==> src/rtl/conv_3x3_seq_ctrl_pkg.sv <==
// Shared types and constants for the 3x3 convolution sequencer.
// FSM encoding, kernel geometry and width helpers.
package conv_3x3_seq_ctrl_pkg;

  typedef enum logic [2:0] {
    S_IDLE,
    S_FETCH,
    S_DRAIN,
    S_OUT,
    S_FIN
  } state_t;

  localparam int TAPS  = 9;
  localparam int KSIZE = 3;

  // Bits needed to hold the values 0..n.
  function automatic int bits_for(input int n);
    int b;
    b = 1;
    while ((1 << b) <= n) b = b + 1;
    return b;
  endfunction

endpackage

==> src/rtl/conv_win_addr_gen.sv <==
// Window/tap address generator for the 3x3 sequencer.
// Builds feature addresses from base + offset registers, no multiplier.
module conv_win_addr_gen
  import conv_3x3_seq_ctrl_pkg::*;
#(
  parameter int IMG_W  = 8,
  parameter int IMG_H  = 8,
  parameter int ADDR_W = 6
) (
  input  logic              clk,
  input  logic              rst,
  input  logic              i_clr,
  input  logic              i_tap_adv,
  input  logic              i_pix_adv,
  output logic [ADDR_W-1:0] o_fm_raddr,
  output logic [3:0]        o_wt_raddr,
  output logic [ADDR_W-1:0] o_out_addr,
  output logic              o_last_tap,
  output logic              o_last_pix
);

  localparam int RW = bits_for(IMG_H);
  localparam int CW = bits_for(IMG_W);

  localparam logic [1:0]        L_KMAX  = 2'(KSIZE - 1);
  localparam logic [RW-1:0]     L_LAST_R = RW'(IMG_H - KSIZE);
  localparam logic [CW-1:0]     L_LAST_C = CW'(IMG_W - KSIZE);
  localparam logic [RW-1:0]     L_R_ONE  = RW'(1);
  localparam logic [CW-1:0]     L_C_ONE  = CW'(1);
  localparam logic [ADDR_W-1:0] L_A_ONE  = ADDR_W'(1);
  localparam logic [ADDR_W-1:0] L_ROW_STEP  = ADDR_W'(IMG_W - KSIZE + 1);
  localparam logic [ADDR_W-1:0] L_WRAP_STEP = ADDR_W'(KSIZE);

  logic [RW-1:0]     r_row;
  logic [CW-1:0]     r_col;
  logic [1:0]        r_kx;
  logic [1:0]        r_ky;
  logic [3:0]        r_k;
  logic [ADDR_W-1:0] r_win_base;
  logic [ADDR_W-1:0] r_tap_off;
  logic [ADDR_W-1:0] r_out_idx;

  logic w_last_tap;
  logic w_last_pix;

  assign w_last_tap = (r_ky == L_KMAX) && (r_kx == L_KMAX);
  assign w_last_pix = (r_row == L_LAST_R) && (r_col == L_LAST_C);

  assign o_fm_raddr = r_win_base + r_tap_off;
  assign o_wt_raddr = r_k;
  assign o_out_addr = r_out_idx;
  assign o_last_tap = w_last_tap;
  assign o_last_pix = w_last_pix;

  // Tap walk inside a window: kx fastest, offset steps to next row on wrap.
  always_ff @(posedge clk) begin
    if (rst || i_clr) begin
      r_kx      <= '0;
      r_ky      <= '0;
      r_k       <= '0;
      r_tap_off <= '0;
    end else if (i_tap_adv) begin
      if (w_last_tap) begin
        r_kx      <= '0;
        r_ky      <= '0;
        r_k       <= '0;
        r_tap_off <= '0;
      end else if (r_kx == L_KMAX) begin
        r_kx      <= '0;
        r_ky      <= r_ky + 2'd1;
        r_k       <= r_k + 4'd1;
        r_tap_off <= r_tap_off + L_ROW_STEP;
      end else begin
        r_kx      <= r_kx + 2'd1;
        r_k       <= r_k + 4'd1;
        r_tap_off <= r_tap_off + L_A_ONE;
      end
    end
  end

  // Window walk: column first, base jumps over the right border on wrap.
  always_ff @(posedge clk) begin
    if (rst || i_clr) begin
      r_row      <= '0;
      r_col      <= '0;
      r_win_base <= '0;
      r_out_idx  <= '0;
    end else if (i_pix_adv) begin
      r_out_idx <= r_out_idx + L_A_ONE;
      if (r_col == L_LAST_C) begin
        r_col      <= '0;
        r_row      <= r_row + L_R_ONE;
        r_win_base <= r_win_base + L_WRAP_STEP;
      end else begin
        r_col      <= r_col + L_C_ONE;
        r_win_base <= r_win_base + L_A_ONE;
      end
    end
  end

endmodule

==> src/rtl/conv_3x3_seq_ctrl.sv <==
// Sequencer for the serial 3x3 convolution MAC.
// Fetches 9 taps per window, waits out MAC latency, hands result out.
module conv_3x3_seq_ctrl
  import conv_3x3_seq_ctrl_pkg::*;
#(
  parameter int IMG_W   = 8,
  parameter int IMG_H   = 8,
  parameter int ADDR_W  = 6,
  parameter int MAC_LAT = 2
) (
  input  logic              clk,
  input  logic              rst,
  input  logic              start,
  output logic              busy,
  output logic              done,
  output logic [ADDR_W-1:0] fm_raddr,
  input  logic [7:0]        fm_rdata,
  output logic [3:0]        wt_raddr,
  input  logic [7:0]        wt_rdata,
  output logic              mac_accum_clr,
  output logic [7:0]        mac_data,
  output logic [7:0]        mac_weight,
  input  logic [7:0]        mac_ans,
  output logic              out_valid,
  input  logic              out_ready,
  output logic [7:0]        out_data,
  output logic [ADDR_W-1:0] out_addr
);

  localparam int DW = bits_for(MAC_LAT);
  localparam logic [DW-1:0] L_DRAIN_END = DW'(MAC_LAT);
  localparam logic [DW-1:0] L_D_ONE     = DW'(1);

  state_t r_state;
  state_t w_next;

  logic [DW-1:0] r_drain;
  logic          r_tap_vld;
  logic          r_tap0;
  logic [7:0]    r_out_data;

  logic w_clr;
  logic w_tap_adv;
  logic w_pix_adv;
  logic w_load;
  logic w_drain_last;
  logic w_last_tap;
  logic w_last_pix;
  logic [3:0] w_wt_raddr;

  conv_win_addr_gen #(
    .IMG_W  (IMG_W),
    .IMG_H  (IMG_H),
    .ADDR_W (ADDR_W)
  ) u_addr (
    .clk        (clk),
    .rst        (rst),
    .i_clr      (w_clr),
    .i_tap_adv  (w_tap_adv),
    .i_pix_adv  (w_pix_adv),
    .o_fm_raddr (fm_raddr),
    .o_wt_raddr (w_wt_raddr),
    .o_out_addr (out_addr),
    .o_last_tap (w_last_tap),
    .o_last_pix (w_last_pix)
  );

  assign wt_raddr     = w_wt_raddr;
  assign w_drain_last = (r_drain == L_DRAIN_END);

  assign busy      = (r_state != S_IDLE);
  assign done      = (r_state == S_FIN);
  assign out_valid = (r_state == S_OUT);
  assign out_data  = r_out_data;

  assign mac_accum_clr = r_tap0;
  assign mac_data      = r_tap_vld ? fm_rdata : 8'd0;
  assign mac_weight    = r_tap_vld ? wt_rdata : 8'd0;

  // State register.
  always_ff @(posedge clk) begin
    if (rst) r_state <= S_IDLE;
    else     r_state <= w_next;
  end

  // Next state and per-state strobes.
  always_comb begin
    w_next    = r_state;
    w_clr     = 1'b0;
    w_tap_adv = 1'b0;
    w_pix_adv = 1'b0;
    w_load    = 1'b0;
    unique case (r_state)
      S_IDLE: begin
        if (start) begin
          w_clr  = 1'b1;
          w_next = S_FETCH;
        end
      end
      S_FETCH: begin
        w_tap_adv = 1'b1;
        if (w_last_tap) w_next = S_DRAIN;
      end
      S_DRAIN: begin
        if (w_drain_last) begin
          w_load = 1'b1;
          w_next = S_OUT;
        end
      end
      S_OUT: begin
        if (out_ready) begin
          w_pix_adv = 1'b1;
          w_next    = w_last_pix ? S_FIN : S_FETCH;
        end
      end
      S_FIN:   w_next = S_IDLE;
      default: w_next = S_IDLE;
    endcase
  end

  // Drain counter: tap-8 data cycle plus MAC_LAT cycles of latency.
  always_ff @(posedge clk) begin
    if (rst || r_state != S_DRAIN) r_drain <= '0;
    else if (w_drain_last)         r_drain <= '0;
    else                           r_drain <= r_drain + L_D_ONE;
  end

  // Delay issue flags by the SRAM read latency to align with returned data.
  always_ff @(posedge clk) begin
    if (rst) begin
      r_tap_vld <= 1'b0;
      r_tap0    <= 1'b0;
    end else begin
      r_tap_vld <= (r_state == S_FETCH);
      r_tap0    <= (r_state == S_FETCH) && (w_wt_raddr == 4'd0);
    end
  end

  // Capture the MAC result as the drain completes; held through OUT.
  always_ff @(posedge clk) begin
    if (rst)         r_out_data <= 8'd0;
    else if (w_load) r_out_data <= mac_ans;
  end

endmodule

==> config.mk <==
export PLATFORM = sky130hd
export DESIGN_NAME = conv_3x3_seq_ctrl
export DESIGN_NICKNAME = d
export VERILOG_FILES = /design/src/rtl/conv_3x3_seq_ctrl_pkg.sv /design/src/rtl/conv_win_addr_gen.sv /design/src/rtl/conv_3x3_seq_ctrl.sv
export SDC_FILE = /design/constraint.sdc
export NUM_CORES = 1
export LEC_CHECK = 0
export CAP_MARGIN = 30
export CORE_MARGIN = 1.5
export CORE_UTILIZATION = 26
export DETAILED_ROUTE_END_ITERATION = 8
export SYNTH_ARGS = -nofsm -noshare
export SYNTH_HDL_FRONTEND = slang
export SYNTH_SLANG_ARGS = --single-unit
==> constraint.sdc <==
create_clock -name clk -period 2.1 [get_ports clk]
set_input_delay 0.525 -clock clk [delete_from_list [all_inputs] [get_ports clk]]
set_output_delay 0.525 -clock clk [all_outputs]
set_load 0.02 [all_outputs]
======== Yosys cells after proc, flatten, opt, wreduce, memory -nomap -nowiden ========
Index checks and enable logic that the tools add are counted.
operators by class
  magnitude comparators ................... 0
  shifts and indexed selects .............. 0
  $add $sub $neg .......................... 12
  bitwise gates (word level) .............. 0
  divide/modulo/power cells ............... 0
  reductions and logical operators ........ 13
  mux-type cells .......................... 24
  eq/ne operators ......................... 14
  multipliers ............................. 0
operators by type and width
  kind                                                              number
  6-bit by 1-bit adder with 6-bit output (second input constant)    3
  6-bit 2-to-1 mux                                                  3
  8-bit 2-to-1 mux                                                  2
  3-bit 2-to-1 mux                                                  5
  4-bit by 1-bit adder with 4-bit output (second input constant)    3
  3-bit case mux with 4 select lines                                1
  4-bit by 3-bit == test with 1-bit output (second input constant)  2
  2-bit 2-to-1 mux                                                  4
  4-bit 2-to-1 mux                                                  2
  1-bit 2-to-1 mux                                                  7
  2-bit by 1-bit adder with 2-bit output (second input constant)    3
  6-bit by 2-bit adder with 6-bit output (second input constant)    1
  6-bit by 3-bit adder with 6-bit output (second input constant)    1
  6-bit adder                                                       1
  2-bit == test (second input constant)                             3
  3-bit by 2-bit == test with 1-bit output (second input constant)  2
  4-bit zero test                                                   1
  2-bit by 1-bit != test with 1-bit output (second input constant)  2
  2-bit != test (second input constant)                             2
  2-bit AND reduction                                               2
  4-bit AND reduction                                               1
  3-bit by 1-bit == test with 1-bit output (second input constant)  1
  3-bit == test (second input constant)                             1
  1-bit logical AND                                                 3
  6 further kinds                                                   7
storage, ports and cells
  logic and storage cells ................. 76
  output and inout port bits .............. 44
  RAM bits ................................ 0
  input bits .............................. 28
  latch bits .............................. 0
  bits in read-only memories .............. 0
  memories ................................ 0
  bits in registers ....................... 49

======== Depth between registers and ports, before layout ========
Gate-level depths: netlist of run 1.
  word-level depth ........................ 5
  depth in mapped cells ................... 7
  gate-level depth less buffers ........... 7

======== Modules after synthesis ========
A second synthesis of run 1 with hierarchy kept.
unflattened totals
  cells, all modules ...................... 296
  area, all modules ....................... 2595.0 µm²
by module, submodules not included
  module             cells each  seq. area each (µm²)  area an instance (µm²)  instances
  conv_win_addr_gen  214         680.7                 1868.0                  1
  conv_3x3_seq_ctrl  82          300.3                 726.9                   1

======== Least setup slack after synthesis of run 1 ========
No wires, ideal clock.
  kind .................................... register -> output
  start point ............................. reg u_addr.r_tap_off[0]
  end point ............................... out fm_raddr[4]
  cell stages (with the launch flop) ...... 8
  required time ........................... 1.575 ns
  setup slack ............................. -0.007 ns
  arrival time ............................ 1.582 ns
  buffers on the path ..................... 0
  path through ............................ dfxtp_1 > ha_1 > inv_1 > fa_1 > nor2b_1 > o21ai_0 > nand2_1 > xor2_1
on the way
  word-level cells in the longest chain between the ends .. 1
RTL lines
  what                    RTL line                 RTL
  start, declared         conv_win_addr_gen.sv:40  logic [ADDR_W-1:0] r_tap_off;
  start signal, assigned  conv_win_addr_gen.sv:72  r_tap_off <= r_tap_off + L_ROW_STEP;
  start signal, assigned  conv_win_addr_gen.sv:76  r_tap_off <= r_tap_off + L_A_ONE;
  6-bit adder             conv_win_addr_gen.sv:49  assign o_fm_raddr = r_win_base + r_tap_off;
  end, declared           conv_3x3_seq_ctrl.sv:16  output logic [ADDR_W-1:0] fm_raddr,
Every way passes these cells.

======== Worst setup path after layout of run 1 ========
  start point ............................. reg u_addr.r_win_base[0]
  end point ............................... out fm_raddr[4]
on the way
  word-level cells in the longest chain between the ends .. 1
RTL lines
  what                    RTL line                 RTL
  start, declared         conv_win_addr_gen.sv:39  logic [ADDR_W-1:0] r_win_base;
  start signal, assigned  conv_win_addr_gen.sv:93  r_win_base <= r_win_base + L_WRAP_STEP;
  start signal, assigned  conv_win_addr_gen.sv:96  r_win_base <= r_win_base + L_A_ONE;
  6-bit adder             conv_win_addr_gen.sv:49
Every way passes these cells.

==> results of run 1 <==
-- through the flow --
stage / instance area (um^2) / hold slack [ns] / util (%) / setup TNS, ns
global placement: 3540 / 0.399 / 38.0 / -2.82
floorplan: 2530 / 0.392 / - / 0
detailed placement: 3540 / 0.411 / 38.0 / -2.95
finish: 3730 / 0.422 / 40.0 / -0.363
global route: 3730 / 0.449 / 40.0 / -0.677
CTS: 3710 / 0.426 / 39.7 / -0.384
-- cell families after synthesis --
group	synth area share, %
fa+ha+maj	9.04
xor+xnor	6.95
mux	4.47
flops	38.9
simple gates	25.9
buf+inv	5.46
compound gates	9.24
-- metal layers --
layer,part of all wire (%),up-vias,track usage [%]
met2,49,50,20.8
li1,-,1168,-
met1,45,1039,14.0
met4,1.1,0,3.53
met5,0,-,0
met3,5.6,8,2.90
-- layout make-up --
type	count	area, um^2	area share, %
tap	129	161	4.33
clock inverter	3	65.1	1.74
timing repair buffer	102	928	24.9
multi-input combinational	212	1460	39.1
sequential	49	987	26.5
clock buffer	5	68.8	1.85
inverter	16	60.1	1.61
-- repair_timing --
item	CTS	global route
pin swaps	8	10
buffers inserted	3	1
gates resized for setup	58	7
endpoints found under the setup margin	24	5
-- cell usage after synthesis, types with 3 or more instances --
library cell,n,area share [%]
sky130_fd_sc_hd__dfxtp_1,49,39
sky130_fd_sc_hd__nand4_1,6,1.5
sky130_fd_sc_hd__a21oi_1,19,3.8
sky130_fd_sc_hd__buf_2,5,0.99
sky130_fd_sc_hd__mux2i_1,9,3.6
sky130_fd_sc_hd__nand3_1,4,0.79
sky130_fd_sc_hd__nor3_1,3,0.60
sky130_fd_sc_hd__ha_1,15,7.4
sky130_fd_sc_hd__nor2b_1,5,1.2
sky130_fd_sc_hd__clkbuf_1,5,0.74
sky130_fd_sc_hd__and3_1,3,0.74
sky130_fd_sc_hd__nor3b_1,3,0.89
sky130_fd_sc_hd__buf_4,3,0.89
sky130_fd_sc_hd__o21ai_0,8,1.6
sky130_fd_sc_hd__inv_1,16,2.4
sky130_fd_sc_hd__and2_1,16,4.0
sky130_fd_sc_hd__or3_1,7,1.7
sky130_fd_sc_hd__xor2_1,10,3.5
sky130_fd_sc_hd__a211oi_1,3,0.89
sky130_fd_sc_hd__nand2_1,21,3.1
sky130_fd_sc_hd__nor2_1,43,6.4
sky130_fd_sc_hd__xnor2_1,10,3.5
-- power groups by stage --
stage	clock network (mW)	logic, mW	registers (mW)
2_1_floorplan	0	0.198	0.996
6_report	0.798	0.376	0.980
5_1_grt	0.874	0.415	0.986
4_1_cts	0.827	0.375	0.980
3_3_place_gp	0	0.382	0.997
3_5_place_dp	0	0.386	0.998
-- worst paths after layout --
kind / start / endpoint / slack, ns / cells past startpoint
worst max-delay path: u_addr.r_win_base[0]$_SDFFE_PP0P_ / fm_raddr[4] / -0.16 / 8
worst min-delay path: r_drain[0]$_SDFF_PP0_ / r_drain[0]$_SDFF_PP0_ / 0.42 / 1
worst max register to register: r_state[0]$_SDFFE_PP0P_ / r_state[1]$_SDFFE_PP0P_ / 0.28 / 5
worst min register to register: r_drain[0]$_SDFF_PP0_ / r_drain[0]$_SDFF_PP0_ / 0.42 / 1
-- registers in the layout, summed over array words and instances (netlist names) --
register,count
u_addr.r_tap_off,6
out_data,8
u_addr.r_win_base,6
u_addr.r_kx,2
mac_accum_clr,1
u_addr.r_col,4
u_addr.o_wt_raddr,4
u_addr.o_out_addr,6
u_addr.r_row,4
u_addr.r_ky,2
r_tap_vld,1
r_drain,2
r_state,3
-- critical path, cell delays in order, from the launching register on --
cell and delay (ns):
sky130_fd_sc_hd__dfxtp_2 0.37, sky130_fd_sc_hd__ha_4 0.14, sky130_fd_sc_hd__inv_2 0.03, sky130_fd_sc_hd__fa_2 0.33, sky130_fd_sc_hd__nor2b_1 0.11, sky130_fd_sc_hd__o21ai_1 0.06, sky130_fd_sc_hd__nand2_1 0.10, sky130_fd_sc_hd__xor2_2 0.15
sky130_fd_sc_hd__buf_6 0.13
==> load_flow_metrics.sql, run 1 <==
INSERT INTO impl_metrics (metric_group, metric, value, unit) VALUES
('routing', 'drt_first_pass_iters', '4', ''),
('pwr', 'pwr_density_cell', '577', 'nW/um^2'),
('grt', 'grt.total_usage', '11.7', '%'),
('sta', 'achievable_freq', '443', 'MHz'),
('cells_and_area', 'mostFrequentLayoutCells', 'sky130_fd_sc_hd__clkdlybuf4s50_1, sky130_fd_sc_hd__dfxtp_1, sky130_fd_sc_hd__nor2_1, sky130_fd_sc_hd__buf_4, sky130_fd_sc_hd__nand2_1', ''),
('sta', 'max_slew_margin', '66.3', '%'),
('synthesis', 'synth_async_sr_flop_share', '0', '%'),
('pwr', 'net-switching-power', '0.537', 'mW'),
('synthesis', 'synthDistinctLibCells', '44', ''),
('floorplan', 'coreArea', '9330', 'um^2'),
('routing', 'post_drt_wl_per_cell', '11.4', 'um'),
('synthesis', 'syn_avg_cell_area', '8.66', 'um^2'),
('synthesis', 'syn-cell-area', '2520', 'um^2'),
('cells_and_area', 'final_cells', '516', ''),
('routing', 'drc', '0', ''),
('routing', 'ant_nets', '0', ''),
('synthesis', 'ys_dominant_reg_cell', 'sky130_fd_sc_hd__dfxtp_1', ''),
('grt', 'largest_net_degree_at_the_start_of_global_routing', '22', ''),
('pwr', 'power.switching_fraction', '24.9', '%'),
('sta', 'timing.final.max_slew_violations', '0', ''),
('synthesis', 'synth_edf_count', '0', ''),
('synthesis', 'synth_sequential_area_ratio', '38.9', '%'),
('sta', 'finalHoldViolations', '0', ''),
('grt', 'grt_antenna_before_repair', '0', ''),
('routing', 'route.vias.total', '2265', ''),
('grt', 'first_pass_grt_wire_length', '9720', 'um'),
('cells_and_area', 'num-nets-final', '431', ''),
('cells_and_area', 'area_delta_synth_final', '48.0', '%'),
('setup_path', 'worst-path-max-fanout', '2', ''),
('floorplan', 'pin_count', '72', ''),
('job', 'cap_viol_max_count', '0', ''),
('pwr', 'worst_ir_drop_vdd', '0.260', 'mV'),
('clock_tree', 'path_clk_slew', '0.09', 'ns'),
('status', 'violations', 'negative setup slack', ''),
('clock_tree', 'clock_latency', '0.30', 'ns'),
('routing', 'routed_via_density', '4.39', ''),
('clock_tree', 'clock-sinks', '49', ''),
('sta', 'fin_crit', '2.26', 'ns'),
('placed_design', 'detailedPlace.worstSlack', '-0.360', 'ns'),
('placed_design', 'portBuffers', '71', ''),
('synthesis', 'syn-num-nets', '336', ''),
('clock_tree', 'cts.htree.levels', '2', ''),
('synthesis', 'synth.yosys.warnings', '0', ''),
('setup_path', 'crit_arrival', '1.73', 'ns'),
('sta', 'postLayoutSetupSlackWorst', '-0.156', 'ns'),
('grt', 'grt_pass1_vias', '2204', ''),
('setup_path', 'timing.setup.critical_path_class', 'reg -> out', ''),
('clock_tree', 'post_cts_hold_buffer_count', '0', ''),
('floorplan', 'die_width', '101', 'um'),
('pwr', 'total_leakage_power', '1.51', 'nW'),
('synthesis', 'ys_seq_elements', '49', ''),
('sta', 'min_period_over_period', '107', '%'),
('setup_path', 'critPathLaunchType', 'register', ''),
('sta', 'fin_skew', '0.00338', 'ns'),
('setup_path', 'cp.required', '1.57', 'ns'),
('sta', 'setup_repair_after_global_routing_missed_its_margin', 'true', ''),
('routing', 'wire_length_reported_by_the_detailed_router', '5880', 'um'),
('cells_and_area', 'fillerInstances', '917', ''),
('sta', 'setup_viol', '3', ''),
('pwr', 'logic_pwr_share', '17.5', '%'),
('clock_tree', 'clk_path_buf_depth', '2', ''),
('clock_tree', 'cts_made_buffers', '5', ''),
('pwr', 'pwr-share-clk', '37.1', '%'),
('worst_hold_path', 'min-delay-path-class', 'reg -> reg', ''),
('pwr', 'total_power', '2.15', 'mW'),
('status', 'result_of_the_run', 'complete, but fails checks', ''),
('setup_path', 'worst_setup_path_end_kind', 'primary output', ''),
('placed_design', 'hpwlAfterDp', '4430', 'um'),
('sta', 'max_slew.worst_pin.slew', '0.504', 'ns'),
('floorplan', 'die-area', '10300', 'um^2'),
('placed_design', 'gp_congestion', '0.740', '');
(Power assumes the default switching activity.)
==> run 2, diff against run 1 <==
--- a/config.mk
+++ b/config.mk
@@ -7,8 +7,9 @@
 export LEC_CHECK = 0
 export CAP_MARGIN = 30
 export CORE_MARGIN = 1.5
-export CORE_UTILIZATION = 26
+export CORE_UTILIZATION = 48
 export DETAILED_ROUTE_END_ITERATION = 8
+export PLACE_DENSITY = 0.8
 export SYNTH_ARGS = -nofsm -noshare
 export SYNTH_HDL_FRONTEND = slang
 export SYNTH_SLANG_ARGS = --single-unit
==> load_flow_metrics.sql, run 2 (same netlist as run 1, synthesis figures left out) <==
INSERT INTO impl_metrics (metric_group, metric, value, unit) VALUES
('sta', 'fin_skew', '0.00771', 'ns'),
('grt', 'grt.total_usage', '22.1', '%'),
('sta', 'timing.final.max_slew_violations', '0', ''),
('pwr', 'total_power', '1.88', 'mW'),
('pwr', 'total_leakage_power', '1.46', 'nW'),
('floorplan', 'die_width', '75.5', 'um'),
('routing', 'drc', '0', ''),
('grt', 'first_pass_grt_wire_length', '9540', 'um'),
('setup_path', 'worst_setup_path_end_kind', 'primary output', ''),
('cells_and_area', 'largest_register_ff_count', '8', ''),
('sta', 'setup_viol', '4', ''),
('routing', 'routed_via_density', '5.14', ''),
('setup_path', 'critPathLaunchType', 'register', ''),
('grt', 'largest_net_degree_at_the_start_of_global_routing', '28', ''),
('setup_path', 'reg2reg_from', 'u_addr.r_col[0]$_SDFFE_PP0P_', ''),
('sta', 'setup_repair_after_global_routing_missed_its_margin', 'true', ''),
('clock_tree', 'cts_root_buf', 'sky130_fd_sc_hd__clkbuf_8', ''),
('clock_tree', 'clock-sinks', '49', ''),
('floorplan', 'initial_core_util', '49.7', '%'),
('job', 'cap_viol_max_count', '0', ''),
('worst_hold_path', 'worstHoldEndpoint', 'r_drain[0]$_SDFF_PP0_', ''),
('setup_path', 'rrSetupSlack', '0.25', 'ns'),
('setup_path', 'worstRegToRegCells', '5', ''),
('setup_path', 'cp.required', '1.57', 'ns'),
('routing', 'post_drt_wl_per_cell', '13.7', 'um'),
('placed_design', 'portBuffers', '71', ''),
('sta', 'max_slew.worst_pin.slew', '0.568', 'ns'),
('placed_design', 'placedCellCount', '444', ''),
('floorplan', 'coreArea', '5070', 'um^2'),
('clock_tree', 'post_cts_hold_buffer_count', '0', ''),
('setup_path', 'crit_arrival', '1.76', 'ns'),
('placed_design', 'gp_congestion', '0.769', ''),
('clock_tree', 'cts_made_buffers', '5', ''),
('cells_and_area', 'num-nets-final', '427', ''),
('grt', 'overflow', '0', ''),
('clock_tree', 'clk_path_buf_depth', '2', ''),
('cells_and_area', 'post_route_cells_drive_above_1_share', '15.7', '%'),
('pwr', 'worst_ir_drop_vdd', '0.525', 'mV'),
('cells_and_area', 'leading_cell_type_in_the_layout_fill_and_taps_excluded', 'sky130_fd_sc_hd__clkdlybuf4s50_1', ''),
('sta', 'postLayoutSetupSlackWorst', '-0.180', 'ns'),
('grt', 'grt_antenna_before_repair', '0', ''),
('clock_tree', 'clock_latency', '0.30', 'ns'),
('routing', 'wire_length_reported_by_the_detailed_router', '6190', 'um'),
('placed_design', 'hpwlAfterDp', '4450', 'um'),
('grt', 'grt_pass1_vias', '2208', ''),
('floorplan', 'die-area', '5690', 'um^2'),
('setup_path', 'timing.setup.critical_path_class', 'reg -> out', ''),
('cells_and_area', 'mostFrequentLayoutCells', 'sky130_fd_sc_hd__clkdlybuf4s50_1, sky130_fd_sc_hd__nor2_1, sky130_fd_sc_hd__dfxtp_1, sky130_fd_sc_hd__buf_4, sky130_fd_sc_hd__nand2_1', ''),
('worst_hold_path', 'min-delay-start', 'r_drain[0]$_SDFF_PP0_', ''),
('floorplan', 'die_h', '75.5', 'um'),
('cells_and_area', 'antenna_fix_cells', '0', ''),
('sta', 'finalHoldViolations', '0', ''),
('worst_hold_path', 'holdPathStages', '1', ''),
('sta', 'max_slew_margin', '62.0', '%'),
('setup_path', 'worst-path-max-fanout', '2', ''),
('status', 'violations', 'negative setup slack', ''),
('pwr', 'pwr_density_cell', '522', 'nW/um^2'),
('sta', 'fin_crit', '2.28', 'ns'),
('cells_and_area', 'area_delta_synth_final', '42.9', '%'),
('clock_tree', 'path_clk_slew', '0.09', 'ns'),
('clock_tree', 'cts_tree', 'built', ''),
('sta', 'achievable_freq', '439', 'MHz'),
('floorplan', 'pin_count', '72', ''),
('routing', 'ant_nets', '0', ''),
('sta', 'min_period_over_period', '109', '%'),
('routing', 'route.vias.total', '2327', ''),
('worst_hold_path', 'min-delay-path-class', 'reg -> reg', ''),
('setup_path', 'worstReg2RegEnd', 'u_addr.r_win_base[2]$_SDFFE_PP0P_', ''),
('routing', 'drt_first_pass_iters', '4', ''),
('clock_tree', 'cts.htree.levels', '2', ''),
('floorplan', 'placement_rows', '26', ''),
('status', 'result_of_the_run', 'complete, but fails checks', ''),
('routing', 'number_of_drc_markers_after_the_initial_detailed_route_iteration', '59', ''),
('cells_and_area', 'final_cells', '453', '');
[run 2: worst max-delay path: stages (launching register included)]
cell and delay [ns]:
sky130_fd_sc_hd__dfxtp_2 0.36, sky130_fd_sc_hd__ha_4 0.14, sky130_fd_sc_hd__inv_2 0.04, sky130_fd_sc_hd__fa_2 0.35
sky130_fd_sc_hd__nor2b_1 0.13, sky130_fd_sc_hd__o21ai_1 0.06, sky130_fd_sc_hd__nand2_1 0.11, sky130_fd_sc_hd__xor2_2 0.12
sky130_fd_sc_hd__buf_4 0.15
[run 2: layout make-up]
type / count / area [um^2]
clock buffers: 8 / 80.1
flip-flops and latches: 49 / 991
fillers: 425 / 1470
repair buffers: 98 / 891
well taps: 70 / 87.6
inverters: 16 / 60.1
multi-input cells: 212 / 1490
[run 2: where the power goes]
part	internal [mW]	switching [mW]	total [mW]
sequential	0.951	0.0250	0.976
combinational	0.179	0.190	0.369
clock	0.237	0.297	0.534
[run 2: worst max path at each step]
stage	slack [ns]	depth (start not counted)	to	startpoint
after floorplan	0.07	7	fm_raddr[4]	u_addr.r_tap_off[0]$_SDFFE_PP0P_
final	-0.18	8	fm_raddr[4]	u_addr.r_win_base[0]$_SDFFE_PP0P_
after global placement	-0.35	8	fm_raddr[4]	u_addr.r_tap_off[0]$_SDFFE_PP0P_
after CTS	-0.18	8	fm_raddr[4]	u_addr.r_win_base[0]$_SDFFE_PP0P_
after detailed placement	-0.39	8	fm_raddr[4]	u_addr.r_tap_off[0]$_SDFFE_PP0P_
after global routing	-0.25	8	fm_raddr[4]	u_addr.r_win_base[0]$_SDFFE_PP0P_
[run 2: repair_timing]
action / 4_1_cts / 5_1_grt
pin swaps: 9 / 3
buffers inserted: 0 / 1
resized for setup: 61 / 6
setup endpoints to repair: 24 / 5
[run 2: metrics by stage]
| step | hold WS, ns | util [%] | cell area, um^2 | TNS [ns] | setup WS [ns] |
|---|---|---|---|---|---|
| after detailed placement | 0.410 | 68.1 | 3460 | -3.13 | -0.393 |
| after global routing | 0.440 | 71.0 | 3600 | -0.641 | -0.251 |
| after global placement | 0.400 | 68.1 | 3460 | -2.81 | -0.350 |
| final | 0.422 | 71.0 | 3600 | -0.412 | -0.180 |
| after floorplan | 0.392 | - | 2530 | 0 | 0.0724 |
| after CTS | 0.423 | 70.3 | 3570 | -0.285 | -0.182 |
[run 2: metal layers]
| layer | vias up | share of wire (%) | global-route usage (%) |
|---|---|---|---|
| met5 | - | 0 | 0 |
| met4 | 0 | 1.5 | 9.72 |
| met3 | 10 | 6.5 | 5.82 |
| met2 | 65 | 51 | 38.4 |
| met1 | 1094 | 41 | 25.6 |
| li1 | 1158 | - | - |
